--- src/rtl/peripheral_divider_n_pkg.sv ---
`default_nettype none
// ============================================================================
// Module      : divider_pkg
// Description : Address map, CTRL/status bit positions and FSM encoding for
//               the memory-mapped integer divider peripheral.
// Revision    : 1.0 - initial release
// ============================================================================
package divider_pkg;

    localparam logic [4:0] CTRL           = 5'h00;
    localparam logic [4:0] DIVIDEND_BASE  = 5'h01;
    localparam logic [4:0] DIVISOR_BASE   = 5'h05;
    localparam logic [4:0] QUOTIENT_BASE  = 5'h09;
    localparam logic [4:0] REMAINDER_BASE = 5'h0D;

    // CTRL write bits
    localparam int CTRL_GO     = 0;
    localparam int CTRL_SIGNED = 1;
    localparam int CTRL_IRQ_EN = 2;

    // CTRL read (status) bits
    localparam int STAT_DONE   = 0;
    localparam int STAT_BUSY   = 1;
    localparam int STAT_DBZ    = 2;
    localparam int STAT_SIGNED = 3;
    localparam int STAT_IRQ_EN = 4;

    typedef enum logic [1:0] {
        IDLE = 2'd0,
        RUN  = 2'd1,
        FIX  = 2'd2
    } state_t;

endpackage
`default_nettype wire

--- src/rtl/peripheral_divider_n_if.sv ---
`default_nettype none
// ============================================================================
// Module      : peripheral_divider_n_if
// Description : J1 16-bit I/O bus bundle for the divider peripheral.
// Revision    : 1.0 - initial release
// ============================================================================
interface peripheral_divider_n_if;
    logic [15:0] d_in;
    logic        cs;
    logic [4:0]  addr;
    logic        rd;
    logic        wr;
    logic [15:0] d_out;
    logic        irq;

    modport master (
        output d_in, cs, addr, rd, wr,
        input  d_out, irq
    );

    modport slave (
        input  d_in, cs, addr, rd, wr,
        output d_out, irq
    );
endinterface
`default_nettype wire

--- src/rtl/peripheral_divider_n_core.sv ---
`default_nettype none
// ============================================================================
// Module      : divider_core
// Description : Sequential restoring divider, one quotient bit per clock,
//               with signed magnitude handling and divide-by-zero path.
// Revision    : 1.0 - initial release
// ============================================================================
module divider_core
    import divider_pkg::*;
#(
    parameter int WIDTH = 32
) (
    input  wire logic             clk,
    input  wire logic             rst,
    input  wire logic             start,
    input  wire logic             signed_mode,
    input  wire logic [WIDTH-1:0] dividend,
    input  wire logic [WIDTH-1:0] divisor,
    output logic                  busy,
    output logic                  done_pulse,
    output logic                  dbz,
    output logic [WIDTH-1:0]      quotient,
    output logic [WIDTH-1:0]      remainder
);

    localparam int             CW     = $clog2(WIDTH);
    localparam logic [CW-1:0]  C_LAST = CW'(WIDTH - 1);

    state_t           r_state;
    logic [CW-1:0]    r_cnt;
    logic [WIDTH-1:0] r_rem;
    logic [WIDTH-1:0] r_quo;
    logic [WIDTH-1:0] r_div;
    logic [WIDTH-1:0] r_dividend;
    logic [WIDTH-1:0] r_quotient;
    logic [WIDTH-1:0] r_remainder;
    logic             r_neg_q;
    logic             r_neg_r;
    logic             r_zero;
    logic             r_busy;
    logic             r_done_pulse;
    logic             r_dbz;

    logic             w_a_neg;
    logic             w_b_neg;
    logic [WIDTH-1:0] w_a_mag;
    logic [WIDTH-1:0] w_b_mag;
    logic [WIDTH:0]   w_shift;
    logic             w_fits;
    logic [WIDTH-1:0] w_diff;

    always_comb begin
        w_a_neg = signed_mode & dividend[WIDTH-1];
        w_b_neg = signed_mode & divisor[WIDTH-1];
        w_a_mag = w_a_neg ? -dividend : dividend;
        w_b_mag = w_b_neg ? -divisor  : divisor;
        // Partial remainder shifted left with the next dividend bit from r_quo.
        w_shift = {r_rem, r_quo[WIDTH-1]};
        w_fits  = (w_shift >= {1'b0, r_div});
        w_diff  = w_shift[WIDTH-1:0] - r_div;
    end

    always_ff @(posedge clk) begin
        if (rst) begin
            r_state      <= IDLE;
            r_cnt        <= '0;
            r_rem        <= '0;
            r_quo        <= '0;
            r_div        <= '0;
            r_dividend   <= '0;
            r_quotient   <= '0;
            r_remainder  <= '0;
            r_neg_q      <= 1'b0;
            r_neg_r      <= 1'b0;
            r_zero       <= 1'b0;
            r_busy       <= 1'b0;
            r_done_pulse <= 1'b0;
            r_dbz        <= 1'b0;
        end else begin
            case (r_state)
                IDLE: begin
                    // busy drops together with the done pulse so status never
                    // shows an idle-but-not-done gap.
                    r_done_pulse <= 1'b0;
                    if (r_done_pulse) begin
                        r_busy <= 1'b0;
                    end else if (start && !r_busy) begin
                        r_busy     <= 1'b1;
                        r_dbz      <= 1'b0;
                        r_dividend <= dividend;
                        r_neg_q    <= w_a_neg ^ w_b_neg;
                        r_neg_r    <= w_a_neg;
                        r_zero     <= (divisor == '0);
                        r_quo      <= w_a_mag;
                        r_div      <= w_b_mag;
                        r_rem      <= '0;
                        r_cnt      <= '0;
                        r_state    <= (divisor == '0) ? FIX : RUN;
                    end
                end
                RUN: begin
                    r_rem <= w_fits ? w_diff : w_shift[WIDTH-1:0];
                    r_quo <= {r_quo[WIDTH-2:0], w_fits};
                    r_cnt <= r_cnt + 1'b1;
                    if (r_cnt == C_LAST) begin
                        r_state <= FIX;
                    end
                end
                FIX: begin
                    if (r_zero) begin
                        r_quotient  <= '1;
                        r_remainder <= r_dividend;
                        r_dbz       <= 1'b1;
                    end else begin
                        r_quotient  <= r_neg_q ? -r_quo : r_quo;
                        r_remainder <= r_neg_r ? -r_rem : r_rem;
                    end
                    r_done_pulse <= 1'b1;
                    r_state      <= IDLE;
                end
                default: r_state <= IDLE;
            endcase
        end
    end

    assign busy       = r_busy;
    assign done_pulse = r_done_pulse;
    assign dbz        = r_dbz;
    assign quotient   = r_quotient;
    assign remainder  = r_remainder;

endmodule
`default_nettype wire

--- src/rtl/peripheral_divider_n.sv ---
`default_nettype none
// ============================================================================
// Module      : peripheral_divider_n
// Description : Memory-mapped WIDTH-bit divider: bus decode, operand register
//               file, registered read mux and interrupt.
// Revision    : 1.0 - initial release
// ============================================================================
module peripheral_divider_n
    import divider_pkg::*;
#(
    parameter int WIDTH = 32
) (
    input  wire logic              clk,
    input  wire logic              rst,
    peripheral_divider_n_if.slave  bus
);

    localparam int NW = WIDTH / 16;

    logic [WIDTH-1:0] r_dividend;
    logic [WIDTH-1:0] r_divisor;
    logic             r_signed_mode;
    logic             r_irq_en;
    logic             r_done;
    logic [15:0]      r_d_out;

    logic [WIDTH-1:0] w_quotient;
    logic [WIDTH-1:0] w_remainder;
    logic             w_busy;
    logic             w_done_pulse;
    logic             w_dbz;
    logic             w_wr;
    logic             w_rd;
    logic             w_ctrl_wr;
    logic [15:0]      w_rd_data;

    assign w_wr      = bus.cs & bus.wr;
    assign w_rd      = bus.cs & bus.rd;
    assign w_ctrl_wr = w_wr && (bus.addr == CTRL);

    divider_core #(
        .WIDTH (WIDTH)
    ) u_core (
        .clk         (clk),
        .rst         (rst),
        .start       (w_ctrl_wr & bus.d_in[CTRL_GO]),
        .signed_mode (bus.d_in[CTRL_SIGNED]),
        .dividend    (r_dividend),
        .divisor     (r_divisor),
        .busy        (w_busy),
        .done_pulse  (w_done_pulse),
        .dbz         (w_dbz),
        .quotient    (w_quotient),
        .remainder   (w_remainder)
    );

    always_comb begin
        w_rd_data = '0;
        if (bus.addr == CTRL) begin
            w_rd_data[STAT_DONE]   = r_done;
            w_rd_data[STAT_BUSY]   = w_busy;
            w_rd_data[STAT_DBZ]    = w_dbz;
            w_rd_data[STAT_SIGNED] = r_signed_mode;
            w_rd_data[STAT_IRQ_EN] = r_irq_en;
        end
        for (int k = 0; k < NW; k++) begin
            if (bus.addr == DIVIDEND_BASE + 5'(k))  w_rd_data = r_dividend[16*k +: 16];
            if (bus.addr == DIVISOR_BASE + 5'(k))   w_rd_data = r_divisor[16*k +: 16];
            if (bus.addr == QUOTIENT_BASE + 5'(k))  w_rd_data = w_quotient[16*k +: 16];
            if (bus.addr == REMAINDER_BASE + 5'(k)) w_rd_data = w_remainder[16*k +: 16];
        end
    end

    always_ff @(posedge clk) begin
        if (rst) begin
            r_dividend    <= '0;
            r_divisor     <= '0;
            r_signed_mode <= 1'b0;
            r_irq_en      <= 1'b0;
            r_done        <= 1'b0;
            r_d_out       <= '0;
        end else begin
            if (w_ctrl_wr) begin
                r_signed_mode <= bus.d_in[CTRL_SIGNED];
                r_irq_en      <= bus.d_in[CTRL_IRQ_EN];
            end
            for (int k = 0; k < NW; k++) begin
                if (w_wr && bus.addr == DIVIDEND_BASE + 5'(k)) r_dividend[16*k +: 16] <= bus.d_in;
                if (w_wr && bus.addr == DIVISOR_BASE + 5'(k))  r_divisor[16*k +: 16]  <= bus.d_in;
            end
            // Only a go the core actually accepts clears done.
            if (w_ctrl_wr && bus.d_in[CTRL_GO] && !w_busy) begin
                r_done <= 1'b0;
            end else if (w_done_pulse) begin
                r_done <= 1'b1;
            end
            if (w_rd) begin
                r_d_out <= w_rd_data;
            end
        end
    end

    assign bus.d_out = r_d_out;
    assign bus.irq   = r_done & r_irq_en;

endmodule
`default_nettype wire

--- src/flat_wrapper.sv ---
// flat-port wrapper written by rule: the top's interface ports become plain ports
module peripheral_divider_n_flat import divider_pkg::*;
#(
    parameter int WIDTH = 32
)
  (clk, rst, bus_d_in, bus_cs, bus_addr, bus_rd, bus_wr, bus_d_out, bus_irq);
  peripheral_divider_n_if bus_i ();
  input  wire logic clk;
  input  wire logic rst;
  input wire logic [$bits(bus_i.d_in)-1:0] bus_d_in;
  input wire logic [$bits(bus_i.cs)-1:0] bus_cs;
  input wire logic [$bits(bus_i.addr)-1:0] bus_addr;
  input wire logic [$bits(bus_i.rd)-1:0] bus_rd;
  input wire logic [$bits(bus_i.wr)-1:0] bus_wr;
  output wire logic [$bits(bus_i.d_out)-1:0] bus_d_out;
  output wire logic [$bits(bus_i.irq)-1:0] bus_irq;
  assign bus_i.d_in = bus_d_in;
  assign bus_i.cs = bus_cs;
  assign bus_i.addr = bus_addr;
  assign bus_i.rd = bus_rd;
  assign bus_i.wr = bus_wr;
  assign bus_d_out = bus_i.d_out;
  assign bus_irq = bus_i.irq;
  peripheral_divider_n #(.WIDTH(WIDTH)) u_core (.clk(clk), .rst(rst), .bus(bus_i));
endmodule
--- config.mk ---
export PLATFORM = sky130hd
export DESIGN_NAME = peripheral_divider_n_flat
export DESIGN_NICKNAME = d
export VERILOG_FILES = /design/src/rtl/peripheral_divider_n_pkg.sv /design/src/rtl/peripheral_divider_n_if.sv /design/src/rtl/peripheral_divider_n_core.sv /design/src/rtl/peripheral_divider_n.sv /design/src/flat_wrapper.sv
export SDC_FILE = /design/constraint.sdc
export NUM_CORES = 1
export LEC_CHECK = 0
export BUFFER_PORTS_ARGS = -buffer_cell sky130_fd_sc_hd__buf_4
export CAP_MARGIN = 15
export CORE_MARGIN = 8
export CORE_UTILIZATION = 30
export DETAILED_ROUTE_END_ITERATION = 7
export REMOVE_ABC_BUFFERS = 1
export SYNTH_ARGS = -nofsm -noshare
export SYNTH_HDL_FRONTEND = slang
export SYNTH_SLANG_ARGS = --single-unit
--- constraint.sdc ---
create_clock -name clk -period 8.7 [get_ports clk]
set_input_delay 1.74 -clock clk [delete_from_list [all_inputs] [get_ports clk]]
set_output_delay 1.74 -clock clk [all_outputs]
set_load 0.005 [all_outputs]
# [Word level (Yosys, flattened, before mapping)]
# Cells that the tools add are included.
[op_classes] shifts=0 reduce_logical=21 multipliers=0 muxes=37 div=0 order_cmp=1 n_eq_ne=15 addsub=6 bitwise=8
[op_table] cell="32-bit two-way mux" n=11
[op_table] cell="16-bit two-way mux" n=8
[op_table] cell="32-bit negator" n=4
[op_table] cell="32-bit case mux with 2 select lines" n=2
[op_table] cell="33-bit by 32-bit greater-or-equal comparator with 1-bit output" n=1
[op_table] cell="32-bit zero test" n=1
[op_table] cell="32-bit subtractor" n=1
[op_table] cell="5-bit by 4-bit == test with 1-bit output, second input constant" n=4
[op_table] cell="5-bit two-way mux" n=3
[op_table] cell="5-bit by 3-bit == test with 1-bit output, second input constant" n=2
[op_table] cell="5-bit case mux with 2 select lines" n=1
[op_table] cell="3-bit AND reduction" n=3
[op_table] cell="1-bit logical AND" n=8
[op_table] cell="2-bit two-way mux" n=4
[op_table] cell="2-bit inequality test, second input constant" n=4
[op_table] cell="1-bit bitwise AND" n=6
[op_table] cell="2-bit nonzero test" n=3
[op_table] cell="5-bit by 1-bit adder with 5-bit output, second input constant" n=1
[op_table] cell="5-bit by 1-bit == test with 1-bit output, second input constant" n=1
[op_table] cell="5-bit by 2-bit == test with 1-bit output, second input constant" n=1
[op_table] cell="5-bit == test, second input constant" n=1
[op_table] cell="5-bit zero test" n=1
[op_table] cell="1-bit two-way mux" n=5
[op_table] cell="1-bit case mux with 2 select lines" n=2
[op_table] cell="other kinds (10)" n=10
[totals] rom_bits=0 register_bits=288 wordCells=110 out_inout_bits=17 ramBits=0 latch_bits=0 memories=0

# [Depth between registers and ports, before layout]
# Gate-level depths: netlist of the first run.
[depth] ltp_word=10 depth_mapped=14 mapped_depth_nobuf=13

# [Modules after synthesis]
# A second synthesis of the first run with hierarchy kept.
[unflattened] cells_unflattened=2135 hier_area_um2=16633.5
[by_module_without_submodules] mod="divider_core" area_per_inst_um2=12087.8 cells_per_inst=1612 seq_area_each_um2=4103.9 instances=1
[by_module_without_submodules] mod="peripheral_divider_n" area_per_inst_um2=4545.6 cells_per_inst=523 seq_area_each_um2=1661.6 instances=1

# [Worst setup path before layout of the first run]
# OpenSTA, ideal clock, no wires.
[synth_path] path_kind="in2reg" from="input port bus_addr[4]" to="register u_core.u_core.r_quo[30]" path_stages=10 path_slack_ns=4.757 t_arrival_ns=3.816 required_ns=8.572 cell_sequence="or3_1 -> nor3_2 -> nand3_2 -> nor4b_2 -> nor2_1 -> or2_1 -> clkbuf_1 -> buf_2 -> a222oi_1 -> nor2_1"
[synth_via] elab_chain_cells=6
[synth_rtl] item="start, declared" line_no="flat_wrapper.sv:12" rtl="input wire logic [$bits(bus_i.addr)-1:0] bus_addr;"
[synth_rtl] item="5-bit zero test" line_no="peripheral_divider_n.sv:39" rtl="assign w_ctrl_wr = w_wr && (bus.addr == CTRL);"
[synth_rtl] item="1-bit logical AND" line_no="peripheral_divider_n.sv:39"
[synth_rtl] item="1-bit bitwise AND" line_no="peripheral_divider_n.sv:46" rtl=".start (w_ctrl_wr & bus.d_in[CTRL_GO]),"
[synth_rtl] item="1-bit logical AND" line_no="peripheral_divider_n_core.sv:87" rtl="end else if (start && !r_busy) begin"
[synth_rtl] item="2-bit inequality test (no line)"
[synth_rtl] item="3-bit AND reduction (no line)"
[synth_rtl] item="end signal, assigned" line_no="peripheral_divider_n_core.sv:94" rtl="r_quo <= w_a_mag;"
[synth_rtl] item="end signal, assigned" line_no="peripheral_divider_n_core.sv:103" rtl="r_quo <= {r_quo[WIDTH-2:0], w_fits};"
[synth_rtl] item="end, declared" line_no="peripheral_divider_n_core.sv:32" rtl="logic [WIDTH-1:0] r_quo;"
# Every way passes these cells.
# A chain may end at the register's enable or synchronous reset.

# [Worst setup path after layout of the first run]
[layout_path] from="input port bus_addr[4]" to="register u_core.u_core.r_div[26]"
[layout_via] elab_chain_cells=5
[layout_rtl] item="5-bit zero test" line_no="peripheral_divider_n.sv:39"
[layout_rtl] item="1-bit logical AND" line_no="peripheral_divider_n.sv:39"
[layout_rtl] item="1-bit bitwise AND" line_no="peripheral_divider_n.sv:46"
[layout_rtl] item="1-bit logical AND" line_no="peripheral_divider_n_core.sv:87"
[layout_rtl] item="3-bit AND reduction (no line)"
[layout_rtl] item="end signal, assigned" line_no="peripheral_divider_n_core.sv:95" rtl="r_div <= w_b_mag;"
[layout_rtl] item="end, declared" line_no="peripheral_divider_n_core.sv:33" rtl="logic [WIDTH-1:0] r_div;"
# Every way passes these cells.

==> flow_summary.toml, run 1 <==
[final_layout]
fin_nets = 2065
fill_cells = 5547
finalNonFillerCells = 2706
drive_gt1_frac = 0.06591
antennaDiodeCount = 0
synthToLayoutAreaGrowth_pct = 11.83

[setup_path]
cp.buffers_inverters = 1
path_cells = "buf_4, or3_1, nor3_2, nand3_2, nor4b_2, and2_4, nor2_1, a311oi_1"
cpMaxStageDelayCell = "and2_4"
required_ns = 9.13
crit_family = "simple AND/OR/NAND/NOR gates"
cp_slowest_stage_delay_ns = 0.92
cp-end-kind = "flip-flop"
cp-start-kind = "input pin"
critPathMaxFanout = 93
arrival_ns = 4.59
crit_type = "in2reg"

[pwr]
clkPwrFrac = 0.491
seqPwrFrac = 0.464
p_leak_uw = 0.006438
swShare = 0.2334
pwr-share-comb = 0.046
p_per_area_nw_per_um2 = 163.6
internal-power_uw = 2202
ir_drop_uv = 132.9
switchingPower_uw = 670.4

[global_routing]
grt-ovfl-total = 0
grt_max_degree = 96
grtUsageTotal = 0.1723
antenna_found_initial = 1
grt_pass1_wl_um = 82900
first_global_vias = 14000

[synth]
synth_top_cell_area_share = 0.3672
yosysTopAreaCell = "dfxtp_1"
ys_seq_area_frac = 0.3672
yosys_warnings = 0
synth_flop_cell = "dfxtp_1"
synth.distinct_cells = 69
syn-cell-area_sq_um = 15700
async_flop_share = 0
synth_area_leaders = "dfxtp_1 (37%), nand2_1 (9.5%), a21oi_1 (6.9%)"
synth_seq_cells = 288
syn_inst = 2053
avgSynthCellArea_sq_um = 7.649
synth-edff-count = 0

[route]
routed_wl_um = 53920
dr.pass1.iters = 8
wl_met1_um = 23520
vias_per_cell = 5.558
drc_errors = 0
met2_wirelength_um = 23940
wl_met3_um = 4482
routed.top_layer = "met4"
ant_nets = 0
drtIter0Drc = 1724
via_count = 15040
wl_per_cell_um = 19.93

[clock_network]
cts_sinks = 288
worst_skew_pair.late_latency_ns = 0.54
clkTransAtPathRegs_ns = 0.06
post_cts_buffers = 0
hold_buffers = 0
htree_levels = 2
cts_resized = 0
cts_tree = "yes"
cts-root-buf = "clkbuf_16"
cts-buffers-inserted = 34
clock_path_buffers = 3

[timing]
fmax_mhz = 240.4
min_period_over_period = 0.4781
finalMaxSlewViolations = 0
tns_ns = 0
setup_viol = 0
finalHoldViolations = 0
skew_ns = 0.02486
min_period_ns = 4.160
max_slew.worst_pin.slew_ns = 1.138
timing.slew.headroom = 0.2404
rsz0062_at_grt = "no"

[job]
maxCapViolations = 0

[floorplan]
die-area_sq_um = 59920
pin_count = 43
start_util = 0.3012
rows = 84
core_area_sq_um = 52130
die_x_um = 244.8
fp.dieH_um = 244.8

[outcome]
status = "finished clean"

[min_path]
worstHoldPathType = "reg2reg"

[placed_design]
dp.cells = 2651
io_buffers = 42
dp_hpwl_um = 37640
place_congestion = 0.9173
## area by class of cell
class,instances,area (sq um),share of cell area
Multi-Input combinational cell,1565,9206,0.5243
Sequential cell,288,5767,0.3284
Clock buffer,47,970.9,0.05529
Tap cell,688,860.8,0.04902
Timing Repair Buffer,58,449.2,0.02558
Inverter,53,198.9,0.01133
Clock inverter,7,107.6,0.006128
## worst register-to-register path, stage by stage, from the launching register on
cell and delay, ns:
dfxtp_1 0.44, inv_1 0.11, ha_1 0.18, inv_1 0.06, fa_1 0.40, nand3_1 0.13, a21oi_1 0.10, o41a_1 0.41
o21ai_1 0.28, a21oi_1 0.19, a311oi_1 0.65, o21ai_0 0.25, a21o_1 0.22, o21ai_1 0.10
## power groups by stage
stage | sequential (uW) | combinational, uW | clock, uW
2_1_floorplan | 1360 | 54.1 | 0
3_3_place_gp | 1360 | 128 | 0
3_5_place_dp | 1360 | 129 | 0
4_1_cts | 1330 | 129 | 1430
5_1_grt | 1330 | 141 | 1480
6_report | 1330 | 131 | 1410
## sequential cells by signal, summed over array words and instances (netlist names)
name                      count
u_core.u_core.done_pulse      1
u_core.u_core.r_state         2
u_core.r_divisor             32
u_core.u_core.r_neg_q         1
u_core.bus.d_out             16
u_core.r_done                 1
u_core.u_core.r_dividend     32
u_core.u_core.busy            1
u_core.r_dividend            32
u_core.r_irq_en               1
u_core.u_core.remainder      32
u_core.u_core.dbz             1
u_core.u_core.r_rem          32
u_core.u_core.r_div          32
u_core.u_core.r_zero          1
u_core.u_core.r_neg_r         1
u_core.r_signed_mode          1
u_core.u_core.r_cnt           5
u_core.u_core.r_quo          32
u_core.u_core.quotient       32
## cell usage in the layout, fill, tap and decap left out, types with 11 or more instances in the layout
cell type / n
a311oi_1: 17
buf_4: 56
inv_1: 53
o22ai_1: 26
o31ai_1: 27
and3_1: 12
nand2b_1: 13
nor3_1: 35
a211oi_1: 43
ha_1: 38
nor2_1: 199
a21oi_1: 218
mux2i_1: 40
dfxtp_1: 287
nand3_1: 22
o21ai_1: 26
o41ai_1: 15
nand2_1: 395
xnor2_1: 73
xor2_1: 73
o21ai_0: 85
a21o_1: 11
clkbuf_16: 35
nor4_1: 14
a222oi_1: 35
## synthesized netlist by cell type, types with 5 or more instances
master    number
o21ai_0       85
o21ai_1       26
inv_1         53
buf_2         11
o211ai_1       8
nor4_1        14
nand2_1      396
xor2_1        73
a311oi_1      17
ha_1          38
o21a_1         5
and3_1        12
buf_1          9
xnor2_1       73
o21bai_1       5
o41ai_1       15
clkbuf_1     126
nand2b_1      13
nand4_1       10
o31ai_1       27
nor2_1       201
a31oi_1        9
nor3_1        36
or3_1         10
a22oi_1       10
a211oi_1      43
or4_1          9
nor2b_1        6
mux2i_1       40
a21oi_1      218
a21o_1        11
dfxtp_1      288
o22ai_1       26
a222oi_1      35
and2_1        10
a22o_1         7
nand3_1       22
## kinds of logic after synthesis
| kind of cell | after synthesis | share of synthesized area |
|---|---|---|
| adder cells (fa/ha/maj) | 39 | 0.03155 |
| buffers and inverters | 200 | 0.04908 |
| XOR/XNOR | 146 | 0.08143 |
| multiplexers | 42 | 0.02693 |
| AO/OA/AOI/OAI | 569 | 0.2283 |
| flip-flops | 288 | 0.3672 |
| AND/OR/NAND/NOR | 769 | 0.2155 |
## layer usage
layer  vias up  GRT usage
li1       7105          -
met1      7206     0.2349
met2       623     0.2708
met3       106    0.02804
met4         0    0.06572
met5         -          0
## stage by stage
stage / setup slack [ns] / util / power (uW) / hold WS [ns] / area (sq um)
final: 4.540 / 0.3369 / 2873 / 0.4504 / 17560
after global routing: 4.242 / 0.3369 / 2953 / 0.4679 / 17560
after floorplan: 3.640 / - / 1412 / 0.4251 / 15130
after CTS: 4.591 / 0.3366 / 2890 / 0.4523 / 17550
after global placement: 4.126 / 0.3159 / 1488 / 0.4407 / 16470
after detailed placement: 4.048 / 0.3159 / 1489 / 0.4439 / 16470
## path summary, 6_finish.rpt
check                                                     to  depth (start not counted)  slack (ns)                    startpoint
worst min register to register  u_core.u_core.r_dividend[31]                          2        0.45  u_core.u_core.r_dividend[31]
worst max register to register       u_core.u_core.r_rem[26]                         13        5.09       u_core.u_core.r_quo[31]
worst max-delay path                 u_core.u_core.r_div[26]                          8        4.54                   bus_addr[4]
worst min-delay path            u_core.u_core.r_dividend[31]                          2        0.45  u_core.u_core.r_dividend[31]
(Power assumes the default switching activity.)
==> run 2: changes to the inputs <==
==> constraint.sdc (replaced) <==
create_clock -name clk -period 3.7 [get_ports clk]
set_input_delay 0.74 -clock clk [delete_from_list [all_inputs] [get_ports clk]]
set_output_delay 0.74 -clock clk [all_outputs]
set_load 0.005 [all_outputs]
==> run 2 against run 1 <==
The flow now finishes with violations (design-rule violations). Total power increased by 140%. Sequential cell count is the same. Largest power group unchanged. Global-route usage increased by 0.43 points. Sequential power up 140%. Sequential share of layout area shrank 0.62 points. Routed wire length is 1.5% higher. Final area up 1.9%. Critical path depth grew 2. First-iteration DRC count grew 13%.
==> flow_summary.toml, run 2 (same netlist as run 1, synthesis figures left out) <==
[placed_design]
place_congestion = 0.9081
dp.cells = 2679
dp_hpwl_um = 39450
postPlaceCellArea_sq_um = 16740
io_buffers = 42

[setup_path]
crit_type = "reg2reg"
required_ns = 4.09
cp.buffers_inverters = 0
cpMaxStageDelayCell = "dfxtp_1"
path_cells = "ha_1, a21oi_1, o21bai_1, a221o_1, o2111a_1, nor2_1, o221ai_4, nand2_2, nor3_1, a221o_1"
cp-end-kind = "flip-flop"
cp-start-kind = "flip-flop"
crit_family = "compound AO/OA/AOI/OAI gates"
critPathMaxFanout = 10
arrival_ns = 3.85
cp_slowest_stage_delay_ns = 0.46
path_common_cell = "a221o_1"

[route]
vias_per_cell = 5.495
wl_per_cell_um = 19.96
dr.pass1.iters = 8
drtIter0Drc = 1946
drc_errors = 4
ant_nets = 0
via_count = 15070
routed_wl_um = 54740

[clock_network]
clkTransAtPathRegs_ns = 0.06
htree_levels = 2
post_cts_buffers = 0
cts_tree = "yes"
cts-buffers-inserted = 35
hold_buffers = 0
worst_skew_pair.late_latency_ns = 0.53
cts-root-buf = "clkbuf_16"
cts_sinks = 288
clock_path_buffers = 3

[timing]
tns_ns = 0
rsz0062_at_grt = "no"
fmax_mhz = 288.9
timing.slew.headroom = 0.3795
hold-worst-slack_ns = 0.4542
skew_ns = 0.03472
finalMaxSlewViolations = 0
setup_viol = 0
finalHoldViolations = 0
max_slew.worst_pin.slew_ns = 0.9298
min_period_over_period = 0.9354
min_period_ns = 3.461

[pwr]
p_leak_uw = 0.006637
p_per_area_nw_per_um2 = 383.4
ir_drop_uv = 230.0

[floorplan]
rows = 84
die-area_sq_um = 59920
start_util = 0.3012
fp.dieH_um = 244.8
pin_count = 43
core_area_sq_um = 52130
die_x_um = 244.8

[job]
maxCapViolations = 0

[final_layout]
finalNonFillerCells = 2743
synthToLayoutAreaGrowth_pct = 13.97
antennaDiodeCount = 0
final_common_cell = "nand2_1"
drive_gt1_frac = 0.08224
final_area_sq_um = 17900
mostFrequentLayoutCells = "nand2_1 (394), dfxtp_1 (287), a21oi_1 (218), nor2_1 (199), o21ai_0 (85)"
fin_nets = 2093

[outcome]
status = "complete, but fails checks"
violations = "design-rule violations"

[global_routing]
grtUsageTotal = 0.1766
grt_pass1_wl_um = 84300
grt-ovfl-total = 0
antenna_found_initial = 0
grt_max_degree = 187
first_global_vias = 14040

[min_path]
worstHoldPathType = "reg2reg"
[run 2: changes by cell type in the layout (fill, tap and decap cells not counted), sizes merged]
cell	previous run	this run
buf	57	84
clkbuf	48	56
clkinv	5	7
bufinv	2	1
inv	53	54
[run 2: repair_timing]
item | in CTS | in global routing
hold endpoints to repair | 0 | 0
setup endpoints to repair | 0 | 2
resized for setup | 0 | 2
[run 2: through the flow]
step	power [uW]	utilization	setup slack, ns
detailed placement	3510	0.3211	0.2199
floorplan	3320	-	-0.7661
finish	6862	0.3433	0.2391
CTS	6895	0.3431	0.1717
global route	7057	0.3433	0.1134
global placement	3507	0.3211	0.2843
[run 2: final cells by class]
type / count / area, sq um
Clock buffer: 55 / 1062
Fill cell: 5454 / 34230
Multi-Input combinational cell: 1565 / 9215
Inverter: 53 / 198.9
Sequential cell: 288 / 5767
Clock inverter: 9 / 85.08
Tap cell: 688 / 860.8
Timing Repair Buffer: 85 / 706.9
[run 2: layer usage]
layer / wire, um / global-route usage / vias up
met5: 0 / 0 / -
li1: - / - / 7192
met3: 4129 / 0.03130 / 118
met4: 2180 / 0.06677 / 0
met1: 24230 / 0.2415 / 7187
met2: 24210 / 0.2749 / 577
[run 2: worst min-delay path: stages, from the launching register on]
cell	delay (ns)
dfxtp_1	0.31
nand2_1	0.05
a21oi_1	0.05
[run 2: final timing paths]
path / start / to / slack [ns] / cells after the start
max: u_core.u_core.r_rem[7] / u_core.u_core.r_rem[21] / 0.24 / 10
min: u_core.u_core.remainder[6] / u_core.u_core.remainder[6] / 0.45 / 2
max reg2reg: u_core.u_core.r_rem[7] / u_core.u_core.r_rem[21] / 0.24 / 10
min reg2reg: u_core.u_core.remainder[6] / u_core.u_core.remainder[6] / 0.45 / 2
[run 2: power by group]
group | internal [uW] | switching (uW)
Combinational | 102 | 213
Sequential | 3120 | 16.5
Clock | 2050 | 1370
